==> src/rtl/pwm_gen_pkg.sv <==
// pwm_gen_pkg: shared constants and types for the PWM generator peripheral.
// Register byte offsets, CTRL/STATUS bit positions and the FSM state type.
package pwm_gen_pkg;

  // Register byte offsets relative to BASE_ADDR
  localparam int unsigned OFS_CTRL   = 0;
  localparam int unsigned OFS_PERIOD = 2;
  localparam int unsigned OFS_DUTY   = 4;
  localparam int unsigned OFS_BURST  = 6;
  localparam int unsigned OFS_STATUS = 8;
  localparam int unsigned OFS_COUNT  = 10;

  // CTRL bit positions
  localparam int unsigned CTRL_EN_BIT     = 0;
  localparam int unsigned CTRL_BURST_BIT  = 1;
  localparam int unsigned CTRL_INV_BIT    = 2;
  localparam int unsigned CTRL_IRQ_EN_BIT = 3;

  // STATUS bit positions
  localparam int unsigned STAT_RUN_BIT  = 0;
  localparam int unsigned STAT_DONE_BIT = 1;

  typedef enum logic [1:0] {
    IDLE = 2'd0,
    RUN  = 2'd1,
    DONE = 2'd2
  } pwm_state_t;

endpackage

==> src/rtl/pwm_gen_core.sv <==
// pwm_gen_core: PWM sequencing engine.
// Holds the IDLE/RUN/DONE FSM, the cycle counter, the period counter used in
// burst mode, the active period/duty copies and the registered PWM output.
module pwm_gen_core
  import pwm_gen_pkg::*;
#(
  parameter int unsigned CW = 16
) (
  input  logic          mclk,
  input  logic          puc_rst,
  input  logic          ctrl_en,
  input  logic          ctrl_burst,
  input  logic          ctrl_inv,
  input  logic          ctrl_wr,
  input  logic          ctrl_wr_en,
  input  logic [CW-1:0] period,
  input  logic [CW-1:0] duty,
  input  logic [CW-1:0] burst,
  output logic [CW-1:0] cnt,
  output logic          running,
  output logic          done_set,
  output logic          PWM_out
);

  pwm_state_t    state_q;
  pwm_state_t    state_nxt;
  logic [CW-1:0] cnt_nxt;
  logic [CW-1:0] pcount_q;
  logic [CW-1:0] pcount_nxt;
  logic [CW-1:0] per_act;
  logic [CW-1:0] duty_act;
  logic [CW-1:0] burst_eff;
  logic          ctrl_wr_q;
  logic          period_end;
  logic          burst_end;
  logic          load_act;

  // A burst length of zero behaves as a single period
  assign burst_eff  = (burst == '0) ? CW'(1) : burst;
  assign period_end = (state_q == RUN) && (cnt == per_act);
  assign burst_end  = ctrl_burst && ((pcount_q + CW'(1)) == burst_eff);
  assign load_act   = (state_q != RUN) || period_end;
  assign running    = (state_q == RUN);

  // Next-state, counter and burst-completion logic
  always_comb begin
    state_nxt  = state_q;
    cnt_nxt    = cnt;
    pcount_nxt = pcount_q;
    done_set   = 1'b0;
    if (!ctrl_en) begin
      state_nxt  = IDLE;
      cnt_nxt    = '0;
      pcount_nxt = '0;
    end else begin
      case (state_q)
        IDLE: begin
          state_nxt  = RUN;
          cnt_nxt    = '0;
          pcount_nxt = '0;
        end
        RUN: begin
          if (period_end) begin
            cnt_nxt = '0;
            if (burst_end) begin
              pcount_nxt = '0;
              // A CTRL write landing on the burst end decides the next state
              // itself, so DONE is neither entered nor flagged.
              if (ctrl_wr) begin
                state_nxt = ctrl_wr_en ? RUN : IDLE;
              end else begin
                state_nxt = DONE;
                done_set  = 1'b1;
              end
            end else begin
              pcount_nxt = pcount_q + CW'(1);
            end
          end else begin
            cnt_nxt = cnt + CW'(1);
          end
        end
        DONE: begin
          // Restart uses the registered write strobe so it sees the new EN
          // value and has the same start latency as leaving IDLE.
          if (ctrl_wr_q) begin
            state_nxt  = RUN;
            cnt_nxt    = '0;
            pcount_nxt = '0;
          end
        end
        default: begin
          state_nxt  = IDLE;
          cnt_nxt    = '0;
          pcount_nxt = '0;
        end
      endcase
    end
  end

  // State, counters and CTRL write strobe registers
  always_ff @(posedge mclk or posedge puc_rst) begin
    if (puc_rst) begin
      state_q   <= IDLE;
      cnt       <= '0;
      pcount_q  <= '0;
      ctrl_wr_q <= 1'b0;
    end else begin
      state_q   <= state_nxt;
      cnt       <= cnt_nxt;
      pcount_q  <= pcount_nxt;
      ctrl_wr_q <= ctrl_wr;
    end
  end

  // Active period/duty copies, refreshed only at period boundaries or when idle
  always_ff @(posedge mclk or posedge puc_rst) begin
    if (puc_rst) begin
      per_act  <= '0;
      duty_act <= '0;
    end else if (load_act) begin
      per_act  <= period;
      duty_act <= duty;
    end
  end

  // Registered PWM strobe; outside RUN it rests at the inversion level
  always_ff @(posedge mclk or posedge puc_rst) begin
    if (puc_rst) begin
      PWM_out <= 1'b0;
    end else if (state_q == RUN) begin
      PWM_out <= (cnt < duty_act) ^ ctrl_inv;
    end else begin
      PWM_out <= ctrl_inv;
    end
  end

endmodule

==> src/rtl/pwm_gen_periph.sv <==
// pwm_gen_periph: memory-mapped PWM generator on the openMSP430 peripheral bus.
// Bus decoder, CTRL/PERIOD/DUTY/BURST/STATUS registers and read mux; the
// sequencing lives in pwm_gen_core.
// Optional macro PWM_GEN_IRQ_EN adds the irq_pwm port and the CTRL.IRQ_EN bit.
module pwm_gen_periph
  import pwm_gen_pkg::*;
#(
  parameter logic [14:0] BASE_ADDR = 15'h01C0,
  parameter int unsigned DEC_WD    = 4,
  parameter int unsigned CW        = 16
) (
  input  logic          mclk,
  input  logic          puc_rst,
  input  logic [13:0]   per_addr,
  input  logic [15:0]   per_din,
  input  logic          per_en,
  input  logic [1:0]    per_we,
  output logic [15:0]   per_dout,
  output logic          PWM_out
`ifdef PWM_GEN_IRQ_EN
  ,
  output logic          irq_pwm
`endif
);

`ifdef PWM_GEN_IRQ_EN
  localparam logic [3:0] CTRL_MASK = 4'hF;
`else
  localparam logic [3:0] CTRL_MASK = 4'h7;
`endif

  logic              reg_sel;
  logic              reg_wr;
  logic [DEC_WD-1:0] reg_ofs;
  logic              wr_ctrl;
  logic              wr_period;
  logic              wr_duty;
  logic              wr_burst;
  logic              wr_status;
  logic              status_w1c;

  logic [3:0]        ctrl_q;
  logic [CW-1:0]     period_q;
  logic [CW-1:0]     duty_q;
  logic [CW-1:0]     burst_q;
  logic              status_done_q;

  logic [CW-1:0]     cnt;
  logic              running;
  logic              done_set;

  assign reg_sel = per_en & (per_addr[13:DEC_WD-1] == BASE_ADDR[14:DEC_WD]);
  assign reg_wr  = reg_sel & (|per_we);
  assign reg_ofs = {per_addr[DEC_WD-2:0], 1'b0};

  assign wr_ctrl    = reg_wr && (reg_ofs == DEC_WD'(OFS_CTRL));
  assign wr_period  = reg_wr && (reg_ofs == DEC_WD'(OFS_PERIOD));
  assign wr_duty    = reg_wr && (reg_ofs == DEC_WD'(OFS_DUTY));
  assign wr_burst   = reg_wr && (reg_ofs == DEC_WD'(OFS_BURST));
  assign wr_status  = reg_wr && (reg_ofs == DEC_WD'(OFS_STATUS));
  assign status_w1c = wr_status & per_din[STAT_DONE_BIT];

  // Software-writable configuration registers
  always_ff @(posedge mclk or posedge puc_rst) begin
    if (puc_rst) begin
      ctrl_q   <= '0;
      period_q <= '0;
      duty_q   <= '0;
      burst_q  <= '0;
    end else begin
      if (wr_ctrl)   ctrl_q   <= per_din[3:0] & CTRL_MASK;
      if (wr_period) period_q <= per_din;
      if (wr_duty)   duty_q   <= per_din;
      if (wr_burst)  burst_q  <= per_din;
    end
  end

  // Sticky DONE flag; a same-cycle set beats the write-1-to-clear
  always_ff @(posedge mclk or posedge puc_rst) begin
    if (puc_rst) begin
      status_done_q <= 1'b0;
    end else begin
      status_done_q <= done_set | (status_done_q & ~status_w1c);
    end
  end

  pwm_gen_core #(
    .CW (CW)
  ) u_core (
    .mclk       (mclk),
    .puc_rst    (puc_rst),
    .ctrl_en    (ctrl_q[CTRL_EN_BIT]),
    .ctrl_burst (ctrl_q[CTRL_BURST_BIT]),
    .ctrl_inv   (ctrl_q[CTRL_INV_BIT]),
    .ctrl_wr    (wr_ctrl),
    .ctrl_wr_en (per_din[CTRL_EN_BIT]),
    .period     (period_q),
    .duty       (duty_q),
    .burst      (burst_q),
    .cnt        (cnt),
    .running    (running),
    .done_set   (done_set),
    .PWM_out    (PWM_out)
  );

`ifdef PWM_GEN_IRQ_EN
  assign irq_pwm = status_done_q & ctrl_q[CTRL_IRQ_EN_BIT];
`endif

  // Combinational read mux, zero when the block is not addressed
  always_comb begin
    per_dout = '0;
    if (reg_sel) begin
      case (reg_ofs)
        DEC_WD'(OFS_CTRL):   per_dout = {{(CW-4){1'b0}}, ctrl_q};
        DEC_WD'(OFS_PERIOD): per_dout = period_q;
        DEC_WD'(OFS_DUTY):   per_dout = duty_q;
        DEC_WD'(OFS_BURST):  per_dout = burst_q;
        DEC_WD'(OFS_STATUS): per_dout = {{(CW-2){1'b0}}, status_done_q, running};
        DEC_WD'(OFS_COUNT):  per_dout = cnt;
        default:             per_dout = '0;
      endcase
    end
  end

endmodule

==> config.mk <==
export PLATFORM = sky130hd
export DESIGN_NAME = pwm_gen_periph
export DESIGN_NICKNAME = d
export VERILOG_FILES = /design/src/rtl/pwm_gen_pkg.sv /design/src/rtl/pwm_gen_core.sv /design/src/rtl/pwm_gen_periph.sv
export SDC_FILE = /design/constraint.sdc
export NUM_CORES = 1
export LEC_CHECK = 0
export ABC_AREA = 1
export ABC_CLOCK_PERIOD_IN_PS = 4300
export BUFFER_PORTS_ARGS = -buffer_cell sky130_fd_sc_hd__buf_2
export CORE_MARGIN = 5
export CORE_UTILIZATION = 60
export DETAILED_ROUTE_END_ITERATION = 10
export GPL_TIMING_DRIVEN = 0
export PLACE_DENSITY_LB_ADDON = 0.2
export SLEW_MARGIN = 20
export SYNTH_ARGS = -nofsm -noshare
export SYNTH_HDL_FRONTEND = slang
export SYNTH_SLANG_ARGS = --single-unit
==> constraint.sdc <==
create_clock -name mclk -period 4.3 [get_ports mclk]
set_clock_uncertainty 0.1 [all_clocks]
set_input_delay 0.43 -clock mclk [delete_from_list [all_inputs] [get_ports mclk]]
set_output_delay 0.43 -clock mclk [all_outputs]
set_load 0.005 [all_outputs]
; Word-level counts from Yosys, hierarchy flattened
; Index checks and enable logic that the tools add are counted.
[word_totals]
in_bits = 35
output_inout_bits = 17
wordCells = 74
regBits = 120
[op_classes]
reduce_logical = 14
add_sub_neg = 2
n_bitwise = 7
order_cmp = 1
eq_ne = 14
n_mux = 24
[op_table]
columns = cell, n
row1 = $mux 16, 8
row2 = $pmux 16 s6, 1
row3 = $pmux 16 s2, 2
row4 = $add 16x1->16 const B, 2
row5 = $eq 16x16->1, 2
row6 = $logic_not 16->1, 1
row7 = $lt 16x16->1, 1
row8 = $eq 11x5->1 const B, 1
row9 = $mux 2, 5
row10 = $ne 3x2->1 const B, 3
row11 = $logic_and 1x1->1, 7
row12 = $mux 1, 7
row13 = $eq 3x2->1 const B, 2
row14 = $eq 3x3->1 const B, 2
row15 = $pmux 2 s3, 1
row16 = $and 1x1->1, 4
row17 = $logic_not 4->1, 1
row18 = $eq 3x1->1 const B, 1
row19 = $reduce_and 3->1, 1
row20 = $eq 2x1->1 const B, 1
row21 = $eq 2x2->1 const B, 1
row22 = $logic_not 2->1, 1
row23 = $ne 2x1->1 const B, 1
row24 = $reduce_and 2->1, 1
row25 = other kinds (5), 5

; Longest topological paths before layout
[logic_depth]
word_depth = 10
mapped_depth = 16
ltp_nobuf = 16

; By module
; From an unflattened synthesis, not the netlist that was laid out.
[unflattened]
hier_cells = 986
area_unflattened_um2 = 7309.5
[modules_own_cells]
columns = mod, area_each_um2, cells_each, n_inst, seq_area_each_um2
row1 = pwm_gen_core, 4212.8, 564, 1, 1701.6
row2 = pwm_gen_periph, 3096.7, 422, 1, 1301.2

; Least setup slack after synthesis
; Ideal clock, no wire load.
[synth_timing]
path_type = input -> output
startpoint = input port per_addr[12]
endpoint = output port per_dout[10]
path_buffers = 1
required_ps = 3770
setup_slack_ps = 2124
stages = 6
arrival_time_ps = 1646
path_cell_list = nor2_1 > nand3b_1 > nor3_1 > nand2_1 > clkbuf_1 > a41oi_1
[synth_via]
elab_chain_cells = 3
[synth_rtl]
columns = item, line
row1 = from (decl), pwm_gen_periph.sv:14  ; input logic [13:0] per_addr,
row2 = $eq 11x5->1, pwm_gen_periph.sv:52  ; assign reg_sel = per_en & (per_addr[13:DEC_WD-1] == BASE_ADDR[14:DEC_WD]);
row3 = $and 1x1->1, pwm_gen_periph.sv:52
row4 = $mux 16, pwm_gen_periph.sv:113  ; if (reg_sel) begin
row5 = to (decl), pwm_gen_periph.sv:18  ; output logic [15:0] per_dout,
; No other way between the ends.

; Final worst setup path
[layout_timing]
startpoint = input port per_addr[12]
endpoint = output port per_dout[7]
; The elaborated chain is that of the path after synthesis.

==> results <==
- In this run the standard cell core region covers 10900 um2.
- The via count of the first global-routing pass is between 5000 and 6000.
- The critical path class is primary input to primary output.
- The H-tree generated during clock tree synthesis spans 4 levels.
- The horizontal die dimension is between 100 and 150 um.
- The total net switching power is 0.00107 W.
- Dividing the detail-routed wire length by the instance count gives 16.1 um.
- Setup total negative slack on the finished layout was measured at 0 ps.
- Routability-driven placement finished with a final weighted congestion of 0.920.
- The tool flagged a number of max-cap violations equal to 0.
- After detailed routing, the number of vias per cell comes to 5.61.
- Setup repair after global routing left no endpoint under its margin.
- The leakage power figure is 3.55 nW.
- Traced cell by cell, the critical path runs through buf_2 > nor2_1 > nand3b_1 > nor3_1 > nand2_1 > clkbuf_1 > a41oi_1 > buf_2.
- The top cell types in the final layout, fill and taps aside, are 286 x sky130_fd_sc_hd__nand2_1, 120 x sky130_fd_sc_hd__dfrtp_1, 100 x sky130_fd_sc_hd__inv_1.
- The final number of max-transition violations is 0.
- The number of remaining DRC errors is 0.
- In this run the worst hold path is classified as primary input to register.
- The maximum number of pins on one net before global-route repair is 69.
- Synthesis inferred 120 register bits.
- The total count of hold-check failures in the final report is 0.
- The worst pin sits at a relative slew slack of around two fifths.
- The count of clock tree sinks is 120.
- The floorplan row count is 38.
- For the worst setup path, the data required time is 3770 ps.
- The post-CTS setup buffer count is 0.
- The power consumption is around 0.0034 W.
- Timing would allow up to 319 MHz.
- The longest clock path from root to sink contains 2 buffers.
- The total die area is around 13000 um2.
- The first-pass detailed-route iteration total is 5.
- For this configuration, the core starts out at a cell density of 61.4%.
- The wire length of the first global-routing pass is 29200 um.
- The run finished with clean final reports.
- The number of nets in the synthesized netlist is between 900 and 1000.
- Port buffering added 51 buffers.
- The number of distinct standard cells referenced by the synthesized netlist is 43.
- Synthesis produced around 880 cells.
- The final setup violation count is 0.
- The number of buffers created by CTS is 17.
- The worst setup path is captured at a primary output.
- The count of nets left with antenna violations once routing finished came out at 0.
- The repair_antennas step left the layout with diodes totalling 0.
- The highest net fanout along the worst path is 10.
- The total wirelength of the detailed-routed design is between 15000 and 20000 um.
- The relative contribution of combinational cells to total power is 20.7%.
- Clock-pin slew was measured on the worst setup and hold paths at 60 ps.
- Across all setup checks in the final design, the least slack found is about 1200 ps.
- The synthesis warning total is 0.
- In the final design database the tool counted 1007 nets.
- In the global route stage, overall resource usage came out at between 20% and 30%.
- The library cell used most frequently in the layout, excluding fill and tap cells, is sky130_fd_sc_hd__nand2_1.
- The die is 116 um tall.
- Summed over all layers, the global routing overflow is 0.
- The CTS root buffer is sky130_fd_sc_hd__clkbuf_8.
- For this run, the number of standard cells in the final layout without fillers is 1108.
- Net switching is 31.2% of the power.
- IR analysis of the VDD net gives a maximum drop of 261 uV.
- The time the final worst path needs with I/O delays and setup is 3140 ps.
- The most common cell type on the critical path is sky130_fd_sc_hd__buf_2.
- For this design the top-level I/O count stands at 52.
- The worst endpoint data arrival time is 2610 ps.
- The initial antenna violation count came to 0.
- The wire-length estimate of the detail-placed layout is 13200 um.
- The clock tree from TritonCTS is built.
- The clock network fraction of design power is 44.5%.
- The final cell utilization of the core is between 70% and 80%.
- The synthesis-to-layout area growth is 16.7%.
- The internal power summed over all cells is 0.00236 W.
- The post-route netlist has 12.1% of its cells at a drive strength greater than 1.
- Dividing the final minimum period by the clock period gives between 70% and 80%.
- Timing analysis after detailed placement gives a worst setup slack of about 1300 ps.
- The critical-path cell with the highest stage delay is sky130_fd_sc_hd__nor3_1.
- The average instance in the mapped netlist occupies 7.58 um2.
- Sequential elements use 44.9% of the synthesized area.
- The via count is 6213.
- The total power density per cell area is 440 nW/um2.
- For this block, the initial DRC count from the detailed router was 521.
- Fill cells in the final layout number 884.
- The delay contributed by the slowest stage of the critical path is 700 ps.
- The sort of element at the start of the critical path is a primary input.
- At the pin with the least slew margin, the transition time is a little under 900 ps.
- The later pin in the worst-skew pair is clocked with a latency of 540 ps.
- The number of placed instances, taps included, is 1074.
- The register share of total power is a little over a third.
- The synthesized area is 6680 um2.
==> sequential cells by signal, summed over array words and instances (netlist names) <==
| name | cells |
|---|---|
| u_core.pcount_q | 16 |
| u_core.duty_act | 16 |
| u_core.state_q | 2 |
| ctrl_q | 3 |
| period_q | 16 |
| u_core.ctrl_wr_q | 1 |
| duty_q | 16 |
| status_done_q | 1 |
| u_core.PWM_out | 1 |
| u_core.per_act | 16 |
| u_core.cnt | 16 |
| burst_q | 16 |
==> stage by stage <==
step,instance area [um2],hold slack [ps]
2_1_floorplan,6680,353
3_3_place_gp,7110,366
3_5_place_dp,7150,380
4_1_cts,7800,20.3
5_1_grt,7800,26.0
6_report,7800,26.6
==> worst paths after layout <==
check                         startpoint                 end  slack, ps  depth (start not counted)
setup / recovery            per_addr[12]         per_dout[7]       1160                          8
hold / removal                per_din[1]           ctrl_q[1]         30                          3
setup reg to reg           u_core.cnt[0]      u_core.cnt[14]       1830                          9
hold reg to reg              period_q[7]   u_core.per_act[7]        390                          2
max in group asynchronous        puc_rst  u_core.duty_act[9]       2980                          4
min in group asynchronous        puc_rst           ctrl_q[1]        430                          3
==> cells in the mapped netlist (all sizes together) <==
library cell	count	area (um2)
nand2	291	1110
dfrtp	120	3000
inv	104	390
o21ai	103	519
nor2	62	255
nand3	40	210
nand4	20	125
a21oi	17	85.1
clkbuf	17	63.8
ha	17	213
a41oi	12	105
nor3	11	55.1
xor2	10	87.6
buf	9	62.6
nand3b	9	67.6
xnor2	9	78.8
a22oi	5	37.5
o31ai	4	30.0
or2	4	25.0
nor4	3	40.0
a21boi	2	15.0
a221oi	2	17.5
a31oi	2	12.5
and3	2	12.5
o22ai	2	12.5
a211oi	1	7.51
clkinv	1	5.00
o21a	1	7.51
o21bai	1	7.51
xnor3	1	22.5
==> layout make-up <==
cell class	instances	area, um2	area share (%)
clock buffers	19	432	5.53
plain buffers	26	126	1.62
inverters	105	400	5.13
clock inverters	13	201	2.58
flip-flops and latches	120	3000	38.5
well taps	140	175	2.25
multi-input cells	631	3160	40.5
repair buffers	54	303	3.88
==> routing by layer <==
metal  up-vias  global-route usage, %  routed length [um]
met4         0                   9.62                 394
met1      2965                   36.3                7590
met5         -                      0                   0
met3        37                   6.32                1020
li1       3025                      -                   -
met2       186                   47.7                8880
==> critical path, delay by kind of cell <==
family | cells | cell delay [ps]
compound gates | 1 | 360
buf+inv | 3 | 610
simple gates | 4 | 1210
==> what timing repair did <==
| action | CTS | global route |
|---|---|---|
| resized for setup | 0 | 0 |
| hold buffers | 2 | 0 |
| hold endpoints to repair | 68 | 0 |
==> logic make-up after synthesis <==
| kind of cell | share of synthesized area (%) |
|---|---|
| AOI/OAI and AO/OA | 12.8 |
| xor gates and xnor gates | 2.83 |
| adders and majority gates | 3.18 |
| buffers and inverters | 7.81 |
| DFF | 44.9 |
| and+or+nand+nor | 28.4 |
==> power by group through the flow <==
stage	sequential (W)	combinational, W	clock (W)
finish	0.00119	0.000712	0.00153
global route	0.00120	0.000773	0.00160
CTS	0.00119	0.000711	0.00154
detailed placement	0.00121	0.000705	0
global placement	0.00121	0.000697	0
floorplan	0.00121	0.000467	0
(Power assumes the default switching activity.)
